<file path="src/rtl/uctl_rst_pkg.sv">
// Shared types and constants for the USB controller reset sequencer:
// FSM state encoding, reset-cause codes and default timing values.
package uctl_rst_pkg;

    typedef enum logic [1:0] {
        ST_HOLD = 2'd0,
        ST_REL  = 2'd1,
        ST_DONE = 2'd2
    } rst_state_t;

    localparam logic [1:0] CAUSE_POR = 2'b01;
    localparam logic [1:0] CAUSE_SW  = 2'b10;
    localparam logic [1:0] CAUSE_BUS = 2'b11;

    localparam int NUM_STG_DEF  = 4;
    localparam int HOLD_CYC_DEF = 16;
    localparam int GAP_CYC_DEF  = 8;
    localparam int CNT_W_DEF    = 8;

    // Stage index width; a single-stage sequencer still needs a 1-bit index.
    function automatic int stg_idx_w(input int n);
        return (n > 1) ? $clog2(n) : 1;
    endfunction

endpackage

</file>
<file path="src/rtl/uctl_rst_tmr.sv">
// Hold/gap timer for the reset sequencer: CNT_W up-counter with synchronous
// clear, count enable and a terminal-count flag at lim-1.
module uctl_rst_tmr
    import uctl_rst_pkg::*;
#(
    parameter int CNT_W = CNT_W_DEF
) (
    input  logic             clk,
    input  logic             uctl_PoRst_n,
    input  logic             clr,
    input  logic             en,
    input  logic [CNT_W-1:0] lim,
    output logic             tc
);

    logic [CNT_W-1:0] cnt;

    always_ff @(posedge clk or negedge uctl_PoRst_n) begin
        if (!uctl_PoRst_n) begin
            cnt <= '0;
        end else if (clr) begin
            cnt <= '0;
        end else if (en) begin
            cnt <= cnt + CNT_W'(1);
        end
    end

    assign tc = (cnt == (lim - CNT_W'(1)));

endmodule

</file>
<file path="src/rtl/uctl_rst_seq.sv">
// USB controller reset sequencer: holds all sub-block resets, then releases them
// one stage at a time. Optional rst_cause port is enabled by UCTL_RST_CAUSE_EN.
module uctl_rst_seq
    import uctl_rst_pkg::*;
#(
    parameter int NUM_STG  = NUM_STG_DEF,
    parameter int HOLD_CYC = HOLD_CYC_DEF,
    parameter int GAP_CYC  = GAP_CYC_DEF,
    parameter int CNT_W    = CNT_W_DEF
) (
    input  logic               clk,
    input  logic               uctl_PoRst_n,
    input  logic               sw_rst_req,
    input  logic               bus_rst_req,
    output logic [NUM_STG-1:0] rst_n_o,
    output logic               seq_busy,
    output logic               seq_done,
    output logic               rst_ack
`ifdef UCTL_RST_CAUSE_EN
    ,
    output logic [1:0]         rst_cause
`endif
);

    localparam int SW = stg_idx_w(NUM_STG);

    rst_state_t         state_q, state_d;
    logic [SW-1:0]      stage_q, stage_d;
    logic [NUM_STG-1:0] rst_n_q, rst_n_d;
    logic               busy_q, busy_d;
    logic               done_q, done_d;
    logic               ack_q, ack_d;
    logic               req_q;
    logic               req;
    logic               tmr_clr;
    logic               tmr_en;
    logic [CNT_W-1:0]   tmr_lim;
    logic               tmr_tc;
`ifdef UCTL_RST_CAUSE_EN
    logic [1:0]         cause_q, cause_d;
`endif

    assign req = sw_rst_req | bus_rst_req;

    uctl_rst_tmr #(
        .CNT_W (CNT_W)
    ) u_tmr (
        .clk          (clk),
        .uctl_PoRst_n (uctl_PoRst_n),
        .clr          (tmr_clr),
        .en           (tmr_en),
        .lim          (tmr_lim),
        .tc           (tmr_tc)
    );

    always_ff @(posedge clk or negedge uctl_PoRst_n) begin
        if (!uctl_PoRst_n) begin
            state_q <= ST_HOLD;
            stage_q <= '0;
            rst_n_q <= '0;
            busy_q  <= 1'b1;
            done_q  <= 1'b0;
            ack_q   <= 1'b0;
            req_q   <= 1'b0;
`ifdef UCTL_RST_CAUSE_EN
            cause_q <= CAUSE_POR;
`endif
        end else begin
            state_q <= state_d;
            stage_q <= stage_d;
            rst_n_q <= rst_n_d;
            busy_q  <= busy_d;
            done_q  <= done_d;
            ack_q   <= ack_d;
            req_q   <= req;
`ifdef UCTL_RST_CAUSE_EN
            cause_q <= cause_d;
`endif
        end
    end

    always_comb begin
        state_d = state_q;
        stage_d = stage_q;
        rst_n_d = rst_n_q;
        busy_d  = busy_q;
        done_d  = done_q;
        ack_d   = 1'b0;
        tmr_clr = 1'b0;
        tmr_en  = 1'b0;
        tmr_lim = CNT_W'(HOLD_CYC);
`ifdef UCTL_RST_CAUSE_EN
        cause_d = cause_q;
`endif

        // A request pins the timer at zero, so the hold restarts once it drops.
        if (req) begin
            state_d = ST_HOLD;
            stage_d = '0;
            rst_n_d = '0;
            busy_d  = 1'b1;
            done_d  = 1'b0;
            ack_d   = ~req_q;
            tmr_clr = 1'b1;
`ifdef UCTL_RST_CAUSE_EN
            cause_d = bus_rst_req ? CAUSE_BUS : CAUSE_SW;
`endif
        end else begin
            case (state_q)
                ST_HOLD: begin
                    tmr_en  = 1'b1;
                    tmr_lim = CNT_W'(HOLD_CYC);
                    if (tmr_tc) begin
                        rst_n_d = NUM_STG'(1);
                        stage_d = '0;
                        tmr_clr = 1'b1;
                        if (NUM_STG == 1) begin
                            state_d = ST_DONE;
                            busy_d  = 1'b0;
                            done_d  = 1'b1;
                        end else begin
                            state_d = ST_REL;
                        end
                    end
                end
                ST_REL: begin
                    tmr_en  = 1'b1;
                    tmr_lim = CNT_W'(GAP_CYC);
                    if (tmr_tc) begin
                        // Shifting in a one keeps rst_n_o thermometer-coded.
                        stage_d = stage_q + SW'(1);
                        rst_n_d = (rst_n_q << 1) | NUM_STG'(1);
                        tmr_clr = 1'b1;
                        if (stage_d == SW'(NUM_STG - 1)) begin
                            state_d = ST_DONE;
                            busy_d  = 1'b0;
                            done_d  = 1'b1;
                        end
                    end
                end
                ST_DONE: begin
                    tmr_en = 1'b0;
                end
                default: begin
                    state_d = ST_HOLD;
                    rst_n_d = '0;
                    busy_d  = 1'b1;
                    done_d  = 1'b0;
                    tmr_clr = 1'b1;
                end
            endcase
        end
    end

    assign rst_n_o  = rst_n_q;
    assign seq_busy = busy_q;
    assign seq_done = done_q;
    assign rst_ack  = ack_q;
`ifdef UCTL_RST_CAUSE_EN
    assign rst_cause = cause_q;
`endif

endmodule

</file>
<file path="config.mk">
export PLATFORM = sky130hd
export DESIGN_NAME = uctl_rst_seq
export DESIGN_NICKNAME = d
export VERILOG_FILES = /design/src/rtl/uctl_rst_pkg.sv /design/src/rtl/uctl_rst_tmr.sv /design/src/rtl/uctl_rst_seq.sv
export SDC_FILE = /design/constraint.sdc
export NUM_CORES = 1
export LEC_CHECK = 0
export ABC_AREA = 0
export BUFFER_PORTS_ARGS = -buffer_cell sky130_fd_sc_hd__buf_2
export CAP_MARGIN = 15
export CORE_ASPECT_RATIO = 0.9
export CORE_MARGIN = 5
export CORE_UTILIZATION = 56
export CTS_BUF_LIST = sky130_fd_sc_hd__clkbuf_4 sky130_fd_sc_hd__clkbuf_8 sky130_fd_sc_hd__clkbuf_16
export DETAILED_ROUTE_END_ITERATION = 16
export PLACE_DENSITY = 0.79
export SYNTH_ARGS = -nofsm -noshare
export SYNTH_HDL_FRONTEND = slang
export SYNTH_SLANG_ARGS = --single-unit
export TNS_END_PERCENT = 20
</file>
<file path="constraint.sdc">
create_clock -name clk -period 2.8 [get_ports clk]
set_input_delay 0.42 -clock clk [delete_from_list [all_inputs] [get_ports clk]]
set_output_delay 0.42 -clock clk [all_outputs]
set_load 0.005 [all_outputs]
</file>
Word-level counts from Yosys, hierarchy flattened
Cells that the tools add are included.
{"block": "word_totals", "regBits": 20, "latchBits": 0, "ram_bits": 0, "rom_bits": 0, "in_bits": 4, "output_inout_bits": 7, "elab_cells": 62, "n_memories": 0}
{"block": "classes", "addsub": 3, "n_mul": 0, "div_mod_pow": 0, "order_cmp": 0, "n_eq_ne": 9, "n_shift": 0, "n_mux": 31, "bitwise": 2, "n_reduce_logical": 9}
{"cell": "8-bit 2-to-1 mux", "count": 3}
{"cell": "2-bit 2-to-1 mux", "count": 7}
{"cell": "4-bit 2-to-1 mux", "count": 3}
{"cell": "4-bit case mux with 3 select lines", "count": 1}
{"cell": "1-bit 2-to-1 mux", "count": 11}
{"cell": "3-bit != test, second input constant", "count": 3}
{"cell": "3-bit AND reduction", "count": 3}
{"cell": "8-bit by 1-bit adder with 8-bit output, second input constant", "count": 1}
{"cell": "8-bit equality test", "count": 1}
{"cell": "8-bit by 1-bit subtractor with 8-bit output, second input constant", "count": 1}
{"cell": "1-bit case mux with 2 select lines", "count": 3}
{"cell": "2-bit case mux with 3 select lines", "count": 1}
{"cell": "5-bit 2-to-1 mux", "count": 1}
{"cell": "2-bit equality test, second input constant", "count": 2}
{"cell": "2-bit case mux with 2 select lines", "count": 1}
{"cell": "4-bit AND reduction", "count": 1}
{"cell": "2-bit OR reduction", "count": 2}
{"cell": "3-bit nonzero test", "count": 1}
{"cell": "2-bit by 1-bit adder with 2-bit output, second input constant", "count": 1}
{"cell": "2-bit by 1-bit equality test with 1-bit output, second input constant", "count": 1}
{"cell": "2-bit logical NOT", "count": 1}
{"cell": "2-bit by 1-bit != test with 1-bit output, second input constant", "count": 1}
{"cell": "2-bit != test, second input constant", "count": 1}
{"cell": "2-bit nonzero test", "count": 1}
{"cell": "2 further kinds", "count": 2}

Longest topological paths before layout
Gate-level depths: netlist of run 1.
{"block": "logic_depth", "depth_word": 9, "mapped_depth": 5}

Modules after synthesis
A second synthesis of run 1 with hierarchy kept.
{"block": "unflattened", "cells_unflattened": 127, "hier_area_um2": 1222.4}
{"mod": "uctl_rst_tmr", "instances": 1, "cells_per_inst": 70, "area_each_um2": 633.1, "seq_area_each_um2": 200.2}
{"mod": "uctl_rst_seq", "instances": 1, "cells_per_inst": 57, "area_each_um2": 589.3, "seq_area_each_um2": 301.5}

Least setup slack after synthesis of run 1
No wires, ideal clock.
{"block": "synth_timing", "path_kind": "flip-flop to flip-flop", "start": "register u_tmr.cnt[5]", "end": "register u_tmr.cnt[2]", "setup_time_ns": 0.123, "arrival_time_ns": 1.827, "required_ns": 2.677, "path_slack_ns": 0.850, "stages_incl_launch_ff": 6, "path_cell_list": "dfrtp_1 > or4_1 > buf_2 > or4_4 > a2bb2oi_4 > nor2_1"}
{"block": "synth_via", "elab_chain_len": 5, "word_cells_on_any_way": 6, "cone_classes": "1 x eq/ne; 4 x mux; 1 x reduce/logical"}
{"item": "start, declared", "line_no": "uctl_rst_tmr.sv:16", "text": "logic [CNT_W-1:0] cnt;"}
{"item": "start signal, assigned", "line_no": "uctl_rst_tmr.sv:24", "text": "cnt <= cnt + CNT_W'(1);"}
{"item": "8-bit equality test *", "line_no": "uctl_rst_tmr.sv:28", "text": "assign tc = (cnt == (lim - CNT_W'(1)));"}
{"item": "1-bit 2-to-1 mux *", "line_no": "uctl_rst_seq.sv:113, uctl_rst_seq.sv:129"}
{"item": "1-bit case mux with 2 select lines *", "line_no": "uctl_rst_seq.sv:109", "text": "case (state_q)"}
{"item": "1-bit 2-to-1 mux *", "line_no": "uctl_rst_seq.sv:97", "text": "if (req) begin"}
{"item": "8-bit 2-to-1 mux or 2-bit nonzero test (tied branches)"}
Mark *: on every way between the ends. The rest lies on a longest branch, timed or not.
A chain may end at the register's enable or synchronous reset.

Worst setup path after layout of run 1
{"block": "layout_timing", "start": "register u_tmr.cnt[4]", "end": "register u_tmr.cnt[1]"}
The elaborated chain is that of the path after synthesis.

==> results.txt, run 1 <==
OpenSTA, run right after detailed placement, puts the worst setup slack at 0.730 ns. The worst setup path is launched from a flop. The net count of the finished layout is 121.

The post-route fraction of the period consumed by the critical path came out at 75.1%. The global router's overall resource usage is 15.4%. Gates resized during post-CTS repair numbered 0.

The relative slew slack came out at 69.3%. The row count came out at 14. The register area is 502 um2. The floorplan die height is 50.8 um. The tree is rooted in a clkbuf_4. The total of flip-flops plus latches after synthesis is 20. For this run, the share of the core covered by cells in the final layout is 66.5%. In the routed design, unresolved DRC markers number 0. The number of global-route vias before repair came out at 742. The total vias in the final route came out at 797. The endpoint class of the critical path is a flop. The post-CTS clock slew at the launch and capture registers of the worst setup and hold paths came out at 0.11 ns. Counting every net in the synthesized netlist gives 109. Counting every sink on the clock net gives 20. The max-cap check violation count is 0.

The run finished with clean final reports. The worst-skew pair later-pin latency came out at 0.29 ns. Across the VDD grid, the largest voltage drop is 0.000304 V.

The layer flagged by global routing as most heavily used is met2. The final sum of negative setup slack is 0 ns. The detailed-route wire length per cell came out at 14.4 um.

Global routing consumed, on the met1 layer, 22.6% of the routing resources. The critical path contains buffers and inverters numbering 0 combined. In this run the number of H-tree levels came out at 1. The endpoint identified for the worst register-to-register timing path is u_tmr.cnt[1]. The initial antenna violation count was 0. Setup violations remaining at the end of the flow were counted as 0. The arrival time of data at the critical path endpoint is 2.29 ns. The fraction of the yosys area taken by sequential cells came out at 48.5%. The leakage component of the power is 0.000463 uW. The number of input and output port buffers inserted is 10.

Setup repair after global routing left no endpoint under its margin. The placer's final routability congestion estimate came out at 0.770. The area growth from synthesis to layout is 10.4%. The wire-length estimate of the detail-placed layout is 1420 um. The depth of the worst register-to-register path is 4. The routed design could run at a clock period as short as 2.10 ns.

The fill cell total of the finished layout is 152. Clock tree synthesis inserted a total of 3 buffers. The first global-routing pass estimated 3480 um of wire. The worst setup path is of the flop to flop kind. The total power per unit cell area came out at 421 mW/mm2. The min-delay analysis places its worst path in the category input port to async pin. The cell count after synthesis is 103. The number of diodes added for antenna fixing is 0. The placeable core area came out at 0.00172 mm2. The clock passes through at most 2 buffers.

The largest net degree at the start of global routing is 21. For this block, the routed nets add up to 1990 um of wire. A synthesized cell averages 10.0 um2. The signal on the critical path passes through or4_1 > or4_4 > a2bb2oi_4 > a21oi_1. For this run the aggregate overflow at the end of global routing stands at 0. The area occupied by multi-input gates is 497 um2. The effective utilization at floorplan is 60.2%.

The distinct cell type count after synthesis is 33. In this run the horizontal extent of the chip is 55.3 um. The source of the worst register-to-register timing path is u_tmr.cnt[4]. During I/O placement, the number of pins put on the boundary was 11. The clock skew came out at 0.00348 ns. The path length in cells of the critical path is 4. The gate family responsible for the most delay along the worst path is simple AND/OR/NAND/NOR gates. The post-layout worst setup margin came out at 0.696 ns. The area of the mapped netlist came out at 0.00103 mm2.

The met3 routing resource usage after global routing came out at 3.08%. The critical path starts at u_tmr.cnt[4]. The number of hold buffers added after CTS was 0. Among all stages on the critical path, the largest delay is contributed by or4_1. The ratio of routed vias to standard cells came out at 5.78.

For this run, the top clock speed supported by timing is 475 MHz. The ratio of cells with drive above 1 in the final layout is 19.3%. The count of synthesis-stage warnings from yosys came out at 0.

The maximum net fanout on the critical path came out at 7. TritonCTS built the clock tree. The worst stage delay on the critical path is 0.65 ns. The die outline area is 0.00281 mm2. The iteration-0 DRC count of the detailed router is 21. The transition time at the pin with the least slew margin came out at 0.461 ns. Once detail routing completed, the nets flagged for antenna violations numbered 0. In this run the worst setup path terminates at u_tmr.cnt[1]. The post-CTS repair timing setup buffer count came out at 0.

The number of pins with negative max-slew slack in the final report was 0. The total count of hold-check failures in the final report came out at 0. The met2 track utilization from global routing came out at 23.4%. The critical path required time is 2.98 ns. The minimum setup slack among reg-to-reg paths is 0.70 ns. The first TritonRoute pass finished after 4 iterations.
==> cell type report <==
| class | instances | share of cell area, % |
|---|---|---|
| Clock buffer | 4 | 3.18 |
| Timing Repair Buffer | 11 | 5.04 |
| Inverter | 5 | 1.64 |
| Multi-Input combinational cell | 74 | 43.5 |
| Tap cell | 24 | 2.63 |
| Sequential cell | 20 | 44.0 |
==> logic make-up after synthesis <==
kind of cell             count (synthesis)  share of synthesized area [%]
adder cells (fa/ha/maj)                  2                           2.42
AND/OR/NAND/NOR                         44                           23.2
buffers and inverters                    9                           3.39
XOR/XNOR                                 7                           5.93
flip-flops                              20                           48.5
multiplexers                             4                           3.87
AO/OA/AOI/OAI                           17                           12.6
==> routing by layer <==
metal	share of wire [%]	up-vias
met5	0	-
met4	1.0	0
met3	5.3	4
met2	45	25
met1	48	379
li1	-	389
==> power by group <==
part	switching (uW)	internal [uW]	total [uW]
sequential	2.08	292	294
combinational	14.0	5.39	19.4
clock	88.3	79.2	167
==> cells in the mapped netlist (all sizes together) <==
cell type	instances	area [um2]
or4b	1	10.0
nor3	5	36.3
nand3	7	35.0
inv	5	18.8
a21oi	3	15.0
a211oi	3	22.5
ha	2	25.0
xor2	2	17.5
or3	3	20.0
o21ai	5	25.0
nand3b	1	7.51
mux2i	4	40.0
a31oi	1	6.26
or4	2	18.8
o41ai	1	8.76
a21o	1	7.51
nor3b	1	7.51
clkbuf	3	11.3
or2	1	6.26
nor2	12	45.0
and3	1	6.26
nand2	8	30.0
o311ai	1	8.76
dfrtp	19	475
a2bb2oi	1	26.3
buf	1	5.00
xnor2	5	43.8
nor4b	2	17.5
o32a	1	10.0
dfstp	1	26.3
==> placed cells by master, fill, tap and decap left out, types with 2 or more instances in the layout <==
cell type / instances
nand2_1: 8
ha_1: 2
buf_2: 10
nand3_1: 7
mux2i_1: 4
o21ai_0: 5
nor4b_1: 2
or3_1: 2
xnor2_1: 5
dfrtp_1: 19
xor2_1: 2
inv_1: 5
a21oi_1: 3
a211oi_1: 3
nor2_1: 12
nor3_1: 4
clkbuf_4: 3
==> through the flow <==
stage          total power, uW  std cells  cell area, um2  hold slack (ns)
3_3_place_gp               318        134            1100            0.382
3_5_place_dp               319        134            1100            0.389
5_1_grt                    499        138            1140           0.0761
2_1_floorplan              307        103            1030            0.124
4_1_cts                    481        138            1140           0.0632
6_report                   481        138            1140           0.0450
==> worst min path at each step <==
stage                        end  cells past startpoint  slack (ns)         start
finish                  seq_done                      1        0.05  uctl_PoRst_n
global route          state_q[0]                      1        0.08  uctl_PoRst_n
CTS                      rst_ack                      1        0.06  uctl_PoRst_n
detailed placement  u_tmr.cnt[1]                      1        0.39  uctl_PoRst_n
global placement    u_tmr.cnt[0]                      1        0.38  uctl_PoRst_n
floorplan                  req_q                      0        0.12  uctl_PoRst_n
==> sequential cells by signal, indices dropped and copies added (netlist names) <==
register / cells
seq_done: 1
seq_busy: 1
rst_ack: 1
u_tmr.cnt: 8
state_q: 2
req_q: 1
rst_n_o: 4
stage_q: 2
Power figures use the tool's default switching activity.
==> inputs of run 2 (changes only) <==
clock period = 2.1 ns   (was 2.8 ns; I/O delays follow)
==> results.txt, run 2 (synthesis results as in run 1) <==
In the final design database the tool counted 126 nets. The worst setup path is captured at a flop. The remaining antenna violation count after routing came out at 0. Global routing consumed, over all layers together, 16.4% of the routing resources.

TritonCTS created 3 clock buffers. The gate family responsible for the most delay along the worst path is simple AND/OR/NAND/NOR gates. The max-cap check violation count is 0. The maximum clock path buffer count came out at 2. The total count of hold-check failures in the final report came out at 0.

The number of top-level pins came out at 11. After routing the design area is 0.00119 mm2. The initial antenna violation count is 0.

The largest register by flop count is u_tmr.cnt. The transition time at the pin with the least slew margin came out at 0.440 ns. The worst-skew pair later-pin latency is 0.31 ns. The floorplan die height is 50.8 um.

Entering global routing, the biggest net connects 21 pins. The relative slew slack is 70.3%. The floorplan step set the die width to 55.3 um. The number of diodes added for antenna fixing came out at 0.

The floorplan has 14 rows. On the worst path, the slowest cell contributes a delay of 0.57 ns. For this configuration, the core starts out at a cell density of 60.2%. The leakage component of the power is 0.000492 uW. The setup path with the least slack is of type flop to flop. The critical path goes through or4_1 > or4_4 > a2bb2oi_4 > nor2_1. The total overflow reported by the global router came out at 0. The placer's final routability congestion estimate is 0.837. The arrival time of data at the critical path endpoint is 2.19 ns. In this run the worst hold path is classified as input port to flop.

After routing, the total negative slack on setup checks comes to 0 ns. The total placed instance area came out at 0.00113 mm2. Clock-pin slew was measured on the worst setup and hold paths at 0.11 ns. The post-synthesis to final-layout area growth is 15.5%. Leaving out fill and tap cells, the most frequent cell in the layout is dfrtp_1. The post-layout minimum cycle time came out at 1.98 ns. The number of remaining DRC errors is 0. The ratio of routed vias to standard cells came out at 5.63. The clock net sink count is 20. The post-route fraction of the period consumed by the critical path is 94.3%. The critical path's slowest cell is or4_1. The maximum net fanout on the critical path came out at 7. For this design the ratio of total power to cell area is 543 mW/mm2.

The maximum level of the CTS H-tree came out at 1. The iteration-0 DRC count of the detailed router is 23. For the final database, setup skew stands at 0.00360 ns. The total vias in the final route is 805.

The first-pass GRT wire length is 3580 um. The number of input and output port buffers inserted came out at 10. The first detailed-routing pass took 4 iterations. Timing would allow up to 505 MHz. The post-cts sizing count is 0. The number of pins with negative max-slew slack in the final report was 0.

The library cells used most frequently in the layout, excluding fill and tap cells, are dfrtp_1, nor2_1, buf_2. Together, buffers and inverters on the worst path number 0. The aggregate routed wire length came out at 2070 um.

Setup repair after global routing left no endpoint under its margin. The region available for standard cell placement spans 0.00172 mm2. STA classifies the critical path startpoint as a flop.

The maximum resistive drop on vdd came out at 0.000338 V. The floorplan step defined a die boundary enclosing 0.00281 mm2. The register with the most flip-flops in the layout has 8 of them.

The number of global-route vias before repair is 783. The final setup violation count came out at 0. The root buffer cell chosen for the clock tree is clkbuf_4. The detailed-route wire length per cell came out at 14.5 um.

The flow ran to the end, and the final reports show no timing, DRC or antenna violations. STA puts the critical path data required time at 2.31 ns. TritonCTS built the clock tree. The detailed placement HPWL is 1470 um. The ratio of cells with drive above 1 in the final layout came out at 21.8%.
## run 2: power by group
part	total, uW	switching [uW]	leakage, uW	internal (uW)
registers	391	2.50	0.000270	389
logic	27.4	19.1	0.000201	8.39
clock network	230	124	0.0000210	106
total	649	145	0.000492	503
## run 2: timing repair
action	in CTS	in global routing
buffers inserted	0	1
setup endpoints to repair	0	2
hold endpoints to repair	19	0
hold buffers	1	0
## run 2: cell type report
class,count,area [um2]
timing repair buffer,16,110
clock buffer,4,36.3
multi-input combinational,74,497
sequential,20,502
fill,149,523
tap,24,30.0
inverter,5,18.8
## run 2: worst min-delay path, cell delays in order
cell    delay, ns
buf_2        0.10
nor2_1       0.09
nor2_1       0.10
## run 2: path summary, 6_finish.rpt
path,end,slack [ns],cells past startpoint,startpoint
worst max-delay path,u_tmr.cnt[7],0.12,4,u_tmr.cnt[5]
worst min-delay path,rst_ack,0.34,3,sw_rst_req
worst max register to register,u_tmr.cnt[7],0.12,4,u_tmr.cnt[5]
worst min register to register,rst_ack,0.40,1,req_q
max in group asynchronous,seq_busy,1.31,2,uctl_PoRst_n
min in group asynchronous,u_tmr.cnt[0],0.45,2,uctl_PoRst_n
## run 2: layer usage
| layer | track usage [%] | share of wire, % | wire length (um) | vias to the layer above |
|---|---|---|---|---|
| met5 | 0 | 0 | 0 | - |
| met4 | 10.9 | 3.3 | 68 | 0 |
| met3 | 4.62 | 4.1 | 85 | 7 |
| met2 | 24.8 | 45 | 938 | 16 |
| met1 | 20.6 | 47 | 980 | 382 |
| li1 | - | - | - | 400 |
## run 2: through the flow
stage / utilization [%] / std cells / total power (uW) / setup WS [ns] / hold slack (ns)
after global routing: 69.5 / 143 / 671 / 0.0447 / 0.372
after CTS: 68.4 / 142 / 649 / 0.106 / 0.339
after detailed placement: 65.7 / 137 / 425 / 0.119 / 0.284
final: 69.5 / 143 / 649 / 0.121 / 0.336
after floorplan: - / 103 / 410 / 0.150 / 0.0194
after global placement: 65.7 / 137 / 425 / 0.164 / 0.284
==> inputs of run 3 (changes only) <==
RECOVER_POWER = 50   (was not set)
==> results.txt, run 3 (synthesis results as in run 1) <==
The met3 routing resource usage after global routing is 4.62%. The arrival time of data at the critical path endpoint came out at 2.19 ns. The tightest min-delay check is of the input port to flop type. The critical path's slowest cell is or4_1. The path length in cells of the critical path came out at 4. The total count of hold-check failures in the final report came out at 0. The number of antenna diodes in the final layout is 0.

Ranked by flip-flop count, first place goes to u_tmr.cnt. The met1 routing resource usage after global routing came out at 20.6%. Traced cell by cell, the critical path runs through or4_1 > or4_4 > a2bb2oi_4 > nor2_1.

The aggregate routed wire length is 2070 um. On the final layout, the worst hold slack is 0.336 ns. The total power per unit cell area came out at 544 mW/mm2. The root buffer cell is clkbuf_4. The initial antenna violation count is 0. The leakage component of the power is 0.000487 uW. The clock skew came out at 0.00360 ns. The number of global-route vias before repair came out at 783. TritonCTS built the clock tree. Dividing the detail-routed wire length by the instance count gives 14.5 um. CTS built an H-tree with a depth of 1. The total clock buffers created by CTS came out at 3. Across the run, the number of max-cap violations was 0. The transition time at the pin with the least slew margin came out at 1.03 ns. STA classifies the critical path startpoint as a flop. The clock network is responsible for 35.5% of the overall power.

The total vias in the final route is 805. In this design, the largest share of critical-path delay is due to simple AND/OR/NAND/NOR gates. The met2 track utilization from global routing is 24.8%. The detailed placement HPWL is 1470 um. The post-layout minimum cycle time is 1.98 ns.

The critical path required time is 2.31 ns. The register with the most flip-flops in the layout has 8 of them. Across the VDD grid, the largest voltage drop is 0.000337 V.

The worst stage delay on the critical path is 0.57 ns. The number of iterations in the first detailed-routing pass is 4. The internal portion of the total power is 503 uW. The number of pins with negative max-slew slack in the final report came out at 0. The net count of the finished layout came out at 126. From synthesis to final layout, the design area changed by 15.3%. The effective utilization at floorplan is 60.2%. The depth of the worst register-to-register path came out at 4. The highest achievable clock rate is 505 MHz. The count of buffers added on input and output ports is 10. The count of nets left with antenna violations once routing finished came out at 0. The total overflow reported by the global router is 0. Across every metal layer, demand over resource in global routing totals 16.4%.

In this run the worst path has a maximum fanout of 7. Setup violations remaining at the end of the flow were counted as 0. Per report_power, the combinational group accounts for 4.2% of the total. The library cell used most frequently in the layout, excluding fill and tap cells, is dfrtp_1. The floorplan die height is 50.8 um.

The post-route fraction of the period consumed by the critical path came out at 94.2%. The placeable core area came out at 0.00172 mm2. The final sum of negative setup slack is 0 ns. In this run the power spent charging and discharging nets is 145 uW. 11 I/O pins were placed. Setup repair after global routing left no endpoint under its margin. The largest net degree at the start of global routing is 21. The fraction of power consumed by sequential logic came out at 60.4%.

The ratio of routed vias to standard cells came out at 5.63. The startpoint-to-endpoint class of the critical path is flop to flop. The sum of buffers and inverters on the critical path came out at 0. The run finished with clean final reports. In this run the most used layer during global routing was met2.

The floorplan has 14 rows. The endpoint class of the critical path is a flop. The library cells used most frequently in the layout, excluding fill and tap cells, are dfrtp_1, nor2_1, nand2_1, buf_2, nand3_1. The clock passes through at most 2 buffers. At the end of routability-driven placement, the weighted congestion stood at 0.837. The worst-skew pair later-pin latency came out at 0.31 ns. The number of remaining DRC errors is 0. The clock drives 20 sinks. The ratio of cells with drive above 1 in the final layout came out at 20.2%. The first-pass GRT wire length came out at 3580 um. Measured along the x axis, the die boundary spans 55.3 um. The post-CTS clock slew at the launch and capture registers of the worst setup and hold paths came out at 0.11 ns. The iteration-0 DRC count of the detailed router came out at 23. Headroom to the max-slew limit came out at 31.7%. The number of cells traversed by the worst hold path is 3. The die outline area came out at 0.00281 mm2.

In this run switching power makes up 22.4% of total power. In this run, post-CTS repair resized a total of 0 instances.
## run 3: worst reg2reg max path: cells and delay by family, from the launching register on
family | cells | cell delay (ns)
AO/OA/AOI/OAI | 1 | 0.24
flip-flops | 1 | 0.43
AND/OR/NAND/NOR | 3 | 1.20
## run 3: path summary, 6_finish.rpt
| check | startpoint | to | slack (ns) |
|---|---|---|---|
| max in group asynchronous | uctl_PoRst_n | rst_n_o[1] | 0.80 |
| min reg2reg | req_q | rst_ack | 0.40 |
| min | sw_rst_req | rst_ack | 0.34 |
| max | u_tmr.cnt[5] | u_tmr.cnt[7] | 0.12 |
| min in group asynchronous | uctl_PoRst_n | u_tmr.cnt[0] | 0.68 |
| max reg2reg | u_tmr.cnt[5] | u_tmr.cnt[7] | 0.12 |
## run 3: through the flow
stage | total power [uW] | worst slack, ns | std cells | utilization (%) | instance area (um2)
2_1_floorplan | 410 | 0.150 | 103 | - | 1030
3_3_place_gp | 425 | 0.164 | 137 | 65.7 | 1130
3_5_place_dp | 425 | 0.119 | 137 | 65.7 | 1130
4_1_cts | 649 | 0.106 | 142 | 68.4 | 1170
5_1_grt | 670 | 0.0447 | 143 | 69.4 | 1190
6_report | 648 | 0.121 | 143 | 69.4 | 1190
## run 3: power groups by stage
stage | Sequential (uW) | Clock, uW | Combinational [uW]
after CTS | 391 | 230 | 28.0
after global placement | 399 | 0 | 25.8
after detailed placement | 399 | 0 | 26.6
final | 391 | 230 | 26.9
after global routing | 392 | 247 | 31.1
after floorplan | 399 | 0 | 11.4
## run 3: area by class of cell
| class | instances | area [um2] |
|---|---|---|
| clock buffers | 4 | 36.3 |
| fillers | 149 | 526 |
| inverters | 5 | 18.8 |
| well taps | 24 | 30.0 |
| repair buffers | 16 | 108 |
| flip-flops and latches | 20 | 502 |
| multi-input cells | 74 | 497 |
## run 3: repair_timing
| item | 4_1_cts | 5_1_grt |
|---|---|---|
| hold endpoints to repair | 19 | 0 |
| endpoints found under the setup margin | 0 | 2 |
| hold buffers | 1 | 0 |
| setup buffers | 0 | 1 |
## run 3: metal layers
layer,part of all wire [%],vias up
li1,-,400
met1,47,382
met2,45,16
met3,4.1,7
met4,3.3,0
met5,0,-
